**config.mk**
```make
export PLATFORM = sky130hd
export DESIGN_NAME = scan_response_collector_flat
export DESIGN_NICKNAME = d
export VERILOG_FILES = /design/src/rtl/scan_response_collector_if.sv /design/src/rtl/scan_response_collector.sv /design/src/flat_wrapper.sv
export SDC_FILE = /design/constraint.sdc
export NUM_CORES = 1
export LEC_CHECK = 0
export ABC_AREA = 1
export BUFFER_PORTS_ARGS = -buffer_cell sky130_fd_sc_hd__buf_2
export CAP_MARGIN = 5
export CELL_PAD_IN_SITES_DETAIL_PLACEMENT = 1
export CELL_PAD_IN_SITES_GLOBAL_PLACEMENT = 1
export CORE_UTILIZATION = 45
export CTS_BUF_LIST = sky130_fd_sc_hd__clkbuf_4 sky130_fd_sc_hd__clkbuf_8 sky130_fd_sc_hd__clkbuf_16
export DETAILED_ROUTE_END_ITERATION = 8
export PLACE_DENSITY = 0.89
export SLEW_MARGIN = 40
export SYNTH_ARGS = -nofsm -noshare
export SYNTH_HDL_FRONTEND = slang
export SYNTH_SLANG_ARGS = --single-unit
```
**constraint.sdc**
```tcl
create_clock -name clk -period 4.6 [get_ports clk]
set_clock_uncertainty 0.2 [all_clocks]
set_input_delay 0.69 -clock clk [delete_from_list [all_inputs] [get_ports clk]]
set_output_delay 0.69 -clock clk [all_outputs]
set_load 0.02 [all_outputs]
```
**src/rtl/scan_response_collector_if.sv**
```systemverilog
// Response stream from the scan response collector to its consumer.
// Head word plus pattern index, valid/ready handshake.
interface scan_response_collector_if #(
    parameter int CHAIN_LEN = 11
) ();
    logic                 resp_valid;
    logic                 resp_ready;
    logic [CHAIN_LEN-1:0] resp_data;
    logic [19:0]          resp_idx;

    modport master (output resp_valid, resp_data, resp_idx, input resp_ready);
    modport slave  (input resp_valid, resp_data, resp_idx, output resp_ready);
endinterface

```
**src/rtl/scan_response_collector.sv**
```systemverilog
// Generic synchronous FIFO (DEPTH must be a power of two).
// Latency: pushed data visible at head 1 clk after the push edge.
// Backpressure: push while full is accepted only alongside a pop.
module sync_fifo #(
    parameter int WIDTH = 8,
    parameter int DEPTH = 2
) (
    input  logic             clk,
    input  logic             rst_n,
    input  logic             i_push,
    input  logic [WIDTH-1:0] i_push_dat,
    input  logic             i_pop,
    output logic [WIDTH-1:0] o_pop_dat,
    output logic             o_empty,
    output logic             o_full
);
    localparam int AW = (DEPTH > 1) ? $clog2(DEPTH) : 1;

    logic [WIDTH-1:0] r_mem [DEPTH];
    logic [AW-1:0]    r_wr_ptr;
    logic [AW-1:0]    r_rd_ptr;
    logic [AW:0]      r_count;
    logic             w_pop_ok;
    logic             w_push_ok;

    assign o_empty   = (r_count == '0);
    assign o_full    = (r_count == (AW+1)'(DEPTH));
    assign w_pop_ok  = i_pop & ~o_empty;
    assign w_push_ok = i_push & (~o_full | w_pop_ok);
    assign o_pop_dat = r_mem[r_rd_ptr];

    always_ff @(posedge clk or negedge rst_n) begin
        if (!rst_n) begin
            for (int i = 0; i < DEPTH; i++) r_mem[i] <= '0;
            r_wr_ptr <= '0;
            r_rd_ptr <= '0;
            r_count  <= '0;
        end else begin
            if (w_push_ok) begin
                r_mem[r_wr_ptr] <= i_push_dat;
                r_wr_ptr        <= r_wr_ptr + AW'(1);
            end
            if (w_pop_ok) r_rd_ptr <= r_rd_ptr + AW'(1);
            if (w_push_ok && !w_pop_ok)      r_count <= r_count + (AW+1)'(1);
            else if (!w_push_ok && w_pop_ok) r_count <= r_count - (AW+1)'(1);
        end
    end
endmodule

// Deserializes scan_so unloads, length-checks, buffers and MISR-folds each word.
// Latency: word and signature visible 1 clk after test_se falls.
// Backpressure: 2-deep buffer; a good word arriving when full is dropped and flagged.
module scan_response_collector #(
    parameter int          CHAIN_LEN  = 11,
    parameter bit          SKIP_FIRST = 1'b1,
    parameter logic [15:0] POLY       = 16'h1021
) (
    input  logic        clk,
    input  logic        rst_n,
    input  logic        i_adpll_lock,
    input  logic        i_shift_en,
    input  logic        i_test_se,
    input  logic        i_scan_done,
    input  logic        i_scan_so,
    input  logic [15:0] i_exp_sig,
    scan_response_collector_if.master resp,
    output logic [15:0] o_signature,
    output logic        o_sig_valid,
    output logic        o_pass,
    output logic        o_len_err,
    output logic        o_overflow,
    output logic        o_lock_lost
);
    localparam int CW  = $clog2(CHAIN_LEN + 2);
    localparam int NCH = (CHAIN_LEN + 15) / 16;
    localparam logic [CW-1:0] LEN     = CW'(CHAIN_LEN);
    localparam logic [CW-1:0] LEN_SAT = CW'(CHAIN_LEN + 1);

    typedef enum logic [1:0] {IDLE, SHIFT, CAPTURE, DONE} state_t;

    state_t               r_state;
    logic                 r_test_se_q;
    logic [CHAIN_LEN-1:0] r_data;
    logic [CW-1:0]        r_bit_cnt;
    logic [19:0]          r_pat_cnt;
    logic                 r_done_pend;
    logic [15:0]          r_sig;
    logic                 r_sig_valid;
    logic                 r_pass;
    logic                 r_len_err;
    logic                 r_overflow;
    logic                 r_lock_lost;

    logic                 w_sample;
    logic                 w_boundary;
    logic                 w_skip;
    logic                 w_good;
    logic                 w_pop;
    logic                 w_room;
    logic                 w_push;
    logic                 w_empty;
    logic                 w_full;
    logic [CHAIN_LEN-1:0] w_data_shift;
    logic [CW-1:0]        w_cnt_inc;
    logic [NCH*16-1:0]    w_data_ext;
    logic [15:0]          w_fold;
    logic [15:0]          w_sig_next;
    logic [15:0]          w_sig_upd;
    logic [CHAIN_LEN+19:0] w_head;

    assign w_sample     = i_adpll_lock & i_shift_en & i_test_se;
    assign w_boundary   = (r_state == SHIFT) & r_test_se_q & ~i_test_se;
    assign w_skip       = SKIP_FIRST & (r_pat_cnt == 20'd0);
    assign w_good       = ~w_skip & (r_bit_cnt == LEN);
    assign w_pop        = resp.resp_valid & resp.resp_ready;
    assign w_room       = ~w_full | w_pop;
    assign w_push       = w_boundary & i_adpll_lock & w_good & w_room;
    assign w_data_shift = {i_scan_so, r_data[CHAIN_LEN-1:1]};
    assign w_cnt_inc    = (r_bit_cnt == LEN_SAT) ? r_bit_cnt : r_bit_cnt + CW'(1);

    // Chains longer than 16 bits fold into the signature 16 bits at a time.
    always_comb begin
        w_data_ext = '0;
        w_data_ext[CHAIN_LEN-1:0] = r_data;
        w_fold = '0;
        for (int k = 0; k < NCH; k++) w_fold = w_fold ^ w_data_ext[16*k +: 16];
    end

    assign w_sig_next = {r_sig[14:0], 1'b0} ^ (r_sig[15] ? POLY : 16'h0000) ^ w_fold;
    assign w_sig_upd  = w_good ? w_sig_next : r_sig;

    always_ff @(posedge clk or negedge rst_n) begin
        if (!rst_n) begin
            r_state     <= IDLE;
            r_test_se_q <= 1'b0;
            r_data      <= '0;
            r_bit_cnt   <= '0;
            r_pat_cnt   <= '0;
            r_done_pend <= 1'b0;
            r_sig       <= '0;
            r_sig_valid <= 1'b0;
            r_pass      <= 1'b0;
            r_len_err   <= 1'b0;
            r_overflow  <= 1'b0;
            r_lock_lost <= 1'b0;
        end else begin
            r_test_se_q <= i_test_se;
            case (r_state)
                IDLE, DONE: begin
                    if (w_sample) begin
                        r_state     <= SHIFT;
                        r_data      <= w_data_shift;
                        r_bit_cnt   <= CW'(1);
                        r_pat_cnt   <= '0;
                        r_done_pend <= 1'b0;
                        r_sig       <= '0;
                        r_sig_valid <= 1'b0;
                        r_pass      <= 1'b0;
                        r_len_err   <= 1'b0;
                        r_overflow  <= 1'b0;
                        r_lock_lost <= 1'b0;
                    end else if (r_state == DONE) begin
                        r_pass <= (r_sig == i_exp_sig);
                    end
                end
                default: begin
                    if (!i_adpll_lock) begin
                        r_state     <= IDLE;
                        r_bit_cnt   <= '0;
                        r_done_pend <= 1'b0;
                        r_lock_lost <= 1'b1;
                    end else if (w_boundary) begin
                        if (w_good) begin
                            r_sig <= w_sig_next;
                            if (!w_room) r_overflow <= 1'b1;
                        end else if (!w_skip) begin
                            r_len_err <= 1'b1;
                        end
                        r_pat_cnt <= r_pat_cnt + 20'd1;
                        r_bit_cnt <= '0;
                        if (r_done_pend) begin
                            r_state     <= DONE;
                            r_done_pend <= 1'b0;
                            r_sig_valid <= 1'b1;
                            r_pass      <= (w_sig_upd == i_exp_sig);
                        end else begin
                            r_state <= CAPTURE;
                            if (i_scan_done) r_done_pend <= 1'b1;
                        end
                    end else begin
                        if (i_scan_done) r_done_pend <= 1'b1;
                        if (r_state == CAPTURE && i_test_se) r_state <= SHIFT;
                        // Every gated scan_clk edge is a shift, including the one leaving CAPTURE.
                        if (w_sample) begin
                            r_data    <= w_data_shift;
                            r_bit_cnt <= w_cnt_inc;
                        end
                    end
                end
            endcase
        end
    end

    sync_fifo #(
        .WIDTH (CHAIN_LEN + 20),
        .DEPTH (2)
    ) u_resp_fifo (
        .clk        (clk),
        .rst_n      (rst_n),
        .i_push     (w_push),
        .i_push_dat ({r_data, r_pat_cnt}),
        .i_pop      (w_pop),
        .o_pop_dat  (w_head),
        .o_empty    (w_empty),
        .o_full     (w_full)
    );

    assign resp.resp_valid = ~w_empty;
    assign resp.resp_data  = w_head[CHAIN_LEN+19:20];
    assign resp.resp_idx   = w_head[19:0];
    assign o_signature     = r_sig;
    assign o_sig_valid     = r_sig_valid;
    assign o_pass          = r_pass;
    assign o_len_err       = r_len_err;
    assign o_overflow      = r_overflow;
    assign o_lock_lost     = r_lock_lost;
endmodule

```
**src/flat_wrapper.sv**
```systemverilog
// flat-port wrapper written by rule: the top's interface ports become plain ports
module scan_response_collector_flat 
#(
    parameter int          CHAIN_LEN  = 11,
    parameter bit          SKIP_FIRST = 1'b1,
    parameter logic [15:0] POLY       = 16'h1021
)
  (clk, rst_n, i_adpll_lock, i_shift_en, i_test_se, i_scan_done, i_scan_so, i_exp_sig, o_signature, o_sig_valid, o_pass, o_len_err, o_overflow, o_lock_lost, resp_resp_valid, resp_resp_data, resp_resp_idx, resp_resp_ready);
  scan_response_collector_if #(.CHAIN_LEN(CHAIN_LEN)) resp_i ();
  input  logic clk;
  input  logic rst_n;
  input  logic i_adpll_lock;
  input  logic i_shift_en;
  input  logic i_test_se;
  input  logic i_scan_done;
  input  logic i_scan_so;
  input  logic [15:0] i_exp_sig;
  output logic [15:0] o_signature;
  output logic o_sig_valid;
  output logic o_pass;
  output logic o_len_err;
  output logic o_overflow;
  output logic o_lock_lost;
  output wire logic [$bits(resp_i.resp_valid)-1:0] resp_resp_valid;
  output wire logic [$bits(resp_i.resp_data)-1:0] resp_resp_data;
  output wire logic [$bits(resp_i.resp_idx)-1:0] resp_resp_idx;
  input wire logic [$bits(resp_i.resp_ready)-1:0] resp_resp_ready;
  assign resp_resp_valid = resp_i.resp_valid;
  assign resp_resp_data = resp_i.resp_data;
  assign resp_resp_idx = resp_i.resp_idx;
  assign resp_i.resp_ready = resp_resp_ready;
  scan_response_collector #(.CHAIN_LEN(CHAIN_LEN), .SKIP_FIRST(SKIP_FIRST), .POLY(POLY)) u_core (.clk(clk), .rst_n(rst_n), .i_adpll_lock(i_adpll_lock), .i_shift_en(i_shift_en), .i_test_se(i_test_se), .i_scan_done(i_scan_done), .i_scan_so(i_scan_so), .i_exp_sig(i_exp_sig), .resp(resp_i), .o_signature(o_signature), .o_sig_valid(o_sig_valid), .o_pass(o_pass), .o_len_err(o_len_err), .o_overflow(o_overflow), .o_lock_lost(o_lock_lost));
endmodule
```
==> reports/qor.txt <==
Max Transition Viols Final: 0
WP buf/inv: 2
Crit path max-delay family: simple AND/OR/NAND/NOR gates
Peak Freq: 316 MHz
vias in the first global route: 6,284
clock power share: 28.5%
Vias/cell: 5.40
post-CTS repair timing setup buffer count: 0
Power Density: 579 nW/um^2
Vias: 5,940
library cells used by synthesis: 41
Seq cells post-synth: 126
top-count cell post-synth: nand2_1
Mapped Area: 6650 sq um
Final WS setup: 1.44 ns
Required @ worst endpoint: 4.70 ns
initial core utilization: 46.0%
slew margin rel.: 57.3%
RD Place Congestion: 0.849
post-layout net count: 934
Post-CTS Hold Buffers: 0
drt first pass iters: 5
CP Cell Sequence: inv_1 > ha_1 > inv_1 > nand2_2 > nand2_4 > nand2_1 > nor4_2 > nand3_1 > nor2_1 > nand3_1 > o21ai_0 > a21oi_1
detailed-placement wirelength estimate: 12,800 um
Synth Flop Type: dfrtp_1
leading area contributor after synthesis: dfrtp_1
Placement Setup Slack: 1.19 ns
number of flops mapped to enable cells by yosys: 0
CP max FO: 23
synth cell count leaders: 215 x nand2_1, 126 x dfrtp_1, 108 x inv_1, 98 x o21ai_0, 49 x nand3_1
Cell Int Power: 2560 uW
largest net degree at the start of global routing: 65
initial antenna violation count: 0
IR drop worst, VDD: 0.346 mV
Logic pwr share: 36.4%
CTS tree: built
Worst Path Arrival: 3.26 ns
Tot GR Track Use: 27.6%
IO Port Bufs: 76
die area: 15,300 sq um
Least-Margin Pin Slew: 0.641 ns
Synth top area share: 47.4%
total I/O pin count: 77
gr ovfl total: 0
Synth Warn #: 0
Clock Latency Late Sink: 0.43 ns
Crit. End Element: flop
Final Critical Period: 3.16 ns
Post-Syn Instances: 833
num rows: 44
CP startpoint kind: flop
Fin Setup TNS: 0 ns
Starting DRT DRC Count: 382
drt wl/cell: 17.5 um
critical path class: reg2reg
Mapped Nets: 865
Clock transition at path regs: 0.06 ns
FILL cells: 1,794
top post-synthesis cells by area: dfrtp_1 47%, nand2_1 12%, o21ai_0 7.4%, inv_1 6.1%, nand3_1 3.7%
H-tree Lvls: 4
final worst-path cycle share: 68.7%
final setup fails: 0
crit-path max cell delay: 0.39 ns
total wire length: 19,300 um
layout cells sized above 1: 15.7%
RSZ-0062 raised after global routing: no
number of CTS-inserted buffers: 17
clk buf depth: 2
syn avg cell area: 7.99 sq um
share of power burned in registers: 35.1%
ANT cells: 0
Hold WC Path Type: in2async
area delta synth->final: 16.5%
clock sinks: 126
Routed Antenna Nets: 0
die height: 124 um
final core occ: 53.6%
Core Area: 14,500 sq um
Hold Fails Final Rpt: 0
status: complete, no violations
Leak Pwr: 0.00375 uW
Die W: 124 um
drc violations: 0
Max Cap Violations: 0
first-pass GRT wire length: 31,600 um
Psw: 1930 uW
root buffer cell: clkbuf_16
fin area: 7750 sq um
register area share after synthesis: 47.4%
Sw Ratio: 42.9%
dpl cell area: 7190 sq um
post-CTS resize count: 0
Synth async-reset ratio: 100%
Critical-path top delay cell: ha_1
==> power groups by stage <==
stage          Sequential [uW]  Combinational, uW  Clock (uW)
5_1_grt                   1600               1810        1340
4_1_cts                   1570               1640        1290
6_report                  1580               1630        1280
3_3_place_gp              1570               1560           0
2_1_floorplan             1530               1050           0
3_5_place_dp              1590               1600           0
==> metal layers <==
metal  share of wire, %  vias to the layer above  global-route usage [%]
li1                   -                     2843                       -
met1                 44                     2940                    34.7
met2                 51                      122                    46.6
met3                3.3                       35                    5.63
met4                2.4                        0                    10.6
met5                  0                        -                       0
==> layout make-up <==
cell class	instances	area, sq um	area share, %
inverters	111	417	5.37
flip-flops and latches	126	3160	40.7
clock inverters	14	120	1.55
repair buffers	83	452	5.83
multi-input cells	563	2940	37.9
clock buffers	18	439	5.66
well taps	184	230	2.97
==> cells by family (layout without fill, tap and decap cells) <==
logic type | Yosys count | in the layout | synth area share, %
AOI/OAI and AO/OA | 162 | 162 | 13.7
xor gates and xnor gates | 27 | 27 | 3.55
adders and majority gates | 8 | 8 | 1.50
and+or+nand+nor | 357 | 357 | 23.7
buffers and inverters | 144 | 226 | 8.56
DFF | 126 | 126 | 47.4
muxes | 9 | 9 | 1.52
==> metrics by stage <==
step | hold WS, ns | total power [uW] | std cells
floorplan | 0.194 | 2580 | 833
global placement | 0.269 | 3130 | 1067
detailed placement | 0.279 | 3190 | 1067
CTS | 0.0928 | 4500 | 1099
global route | 0.105 | 4760 | 1099
finish | 0.0656 | 4490 | 1099
==> state kept, by name (all words and copies together), names as in the netlist <==
name                         flops
u_core.o_overflow                1
u_core.r_pat_cnt                20
u_core.u_resp_fifo.r_mem        62
u_core.o_lock_lost               1
u_core.r_data                   11
u_core.o_len_err                 1
u_core.o_pass                    1
u_core.o_signature              16
u_core.u_resp_fifo.r_count       2
u_core.o_sig_valid               1
u_core.u_resp_fifo.r_rd_ptr      1
u_core.u_resp_fifo.r_wr_ptr      1
u_core.r_state                   2
u_core.r_test_se_q               1
u_core.r_bit_cnt                 4
u_core.r_done_pend               1
==> cells in the final DEF (no fill, tap or decap), types with 5 or more instances in the layout <==
| master | count |
|---|---|
| buf_2 | 75 |
| clkinvlp_4 | 7 |
| nand3_1 | 49 |
| a21oi_1 | 19 |
| buf_4 | 6 |
| nand3b_1 | 7 |
| nor3_1 | 14 |
| nor2_1 | 38 |
| xnor2_1 | 17 |
| o21ai_0 | 98 |
| inv_1 | 108 |
| dfrtp_1 | 125 |
| o211ai_1 | 6 |
| o21a_1 | 24 |
| o22ai_1 | 5 |
| nand2_1 | 215 |
| mux2_1 | 6 |
| clkbuf_16 | 17 |
| nand4_1 | 8 |
| nand2_2 | 5 |
| xor2_1 | 10 |
| ha_1 | 8 |
==> path summary, 6_finish.rpt <==
| kind | from | end | slack [ns] | cells past startpoint |
|---|---|---|---|---|
| max | u_core.r_state[0] | u_core.r_pat_cnt[19] | 1.44 | 12 |
| min | rst_n | u_core.o_signature[12] | 0.07 | 1 |
| max reg2reg | u_core.r_state[0] | u_core.r_pat_cnt[19] | 1.44 | 12 |
| min reg2reg | u_core.u_resp_fifo.r_mem[27] | u_core.u_resp_fifo.r_mem[27] | 0.29 | 1 |
| max in group asynchronous | rst_n | u_core.u_resp_fifo.r_rd_ptr | 3.32 | 2 |
| min in group clk | i_test_se | u_core.r_test_se_q | 0.24 | 1 |
(Power assumes the default switching activity.)
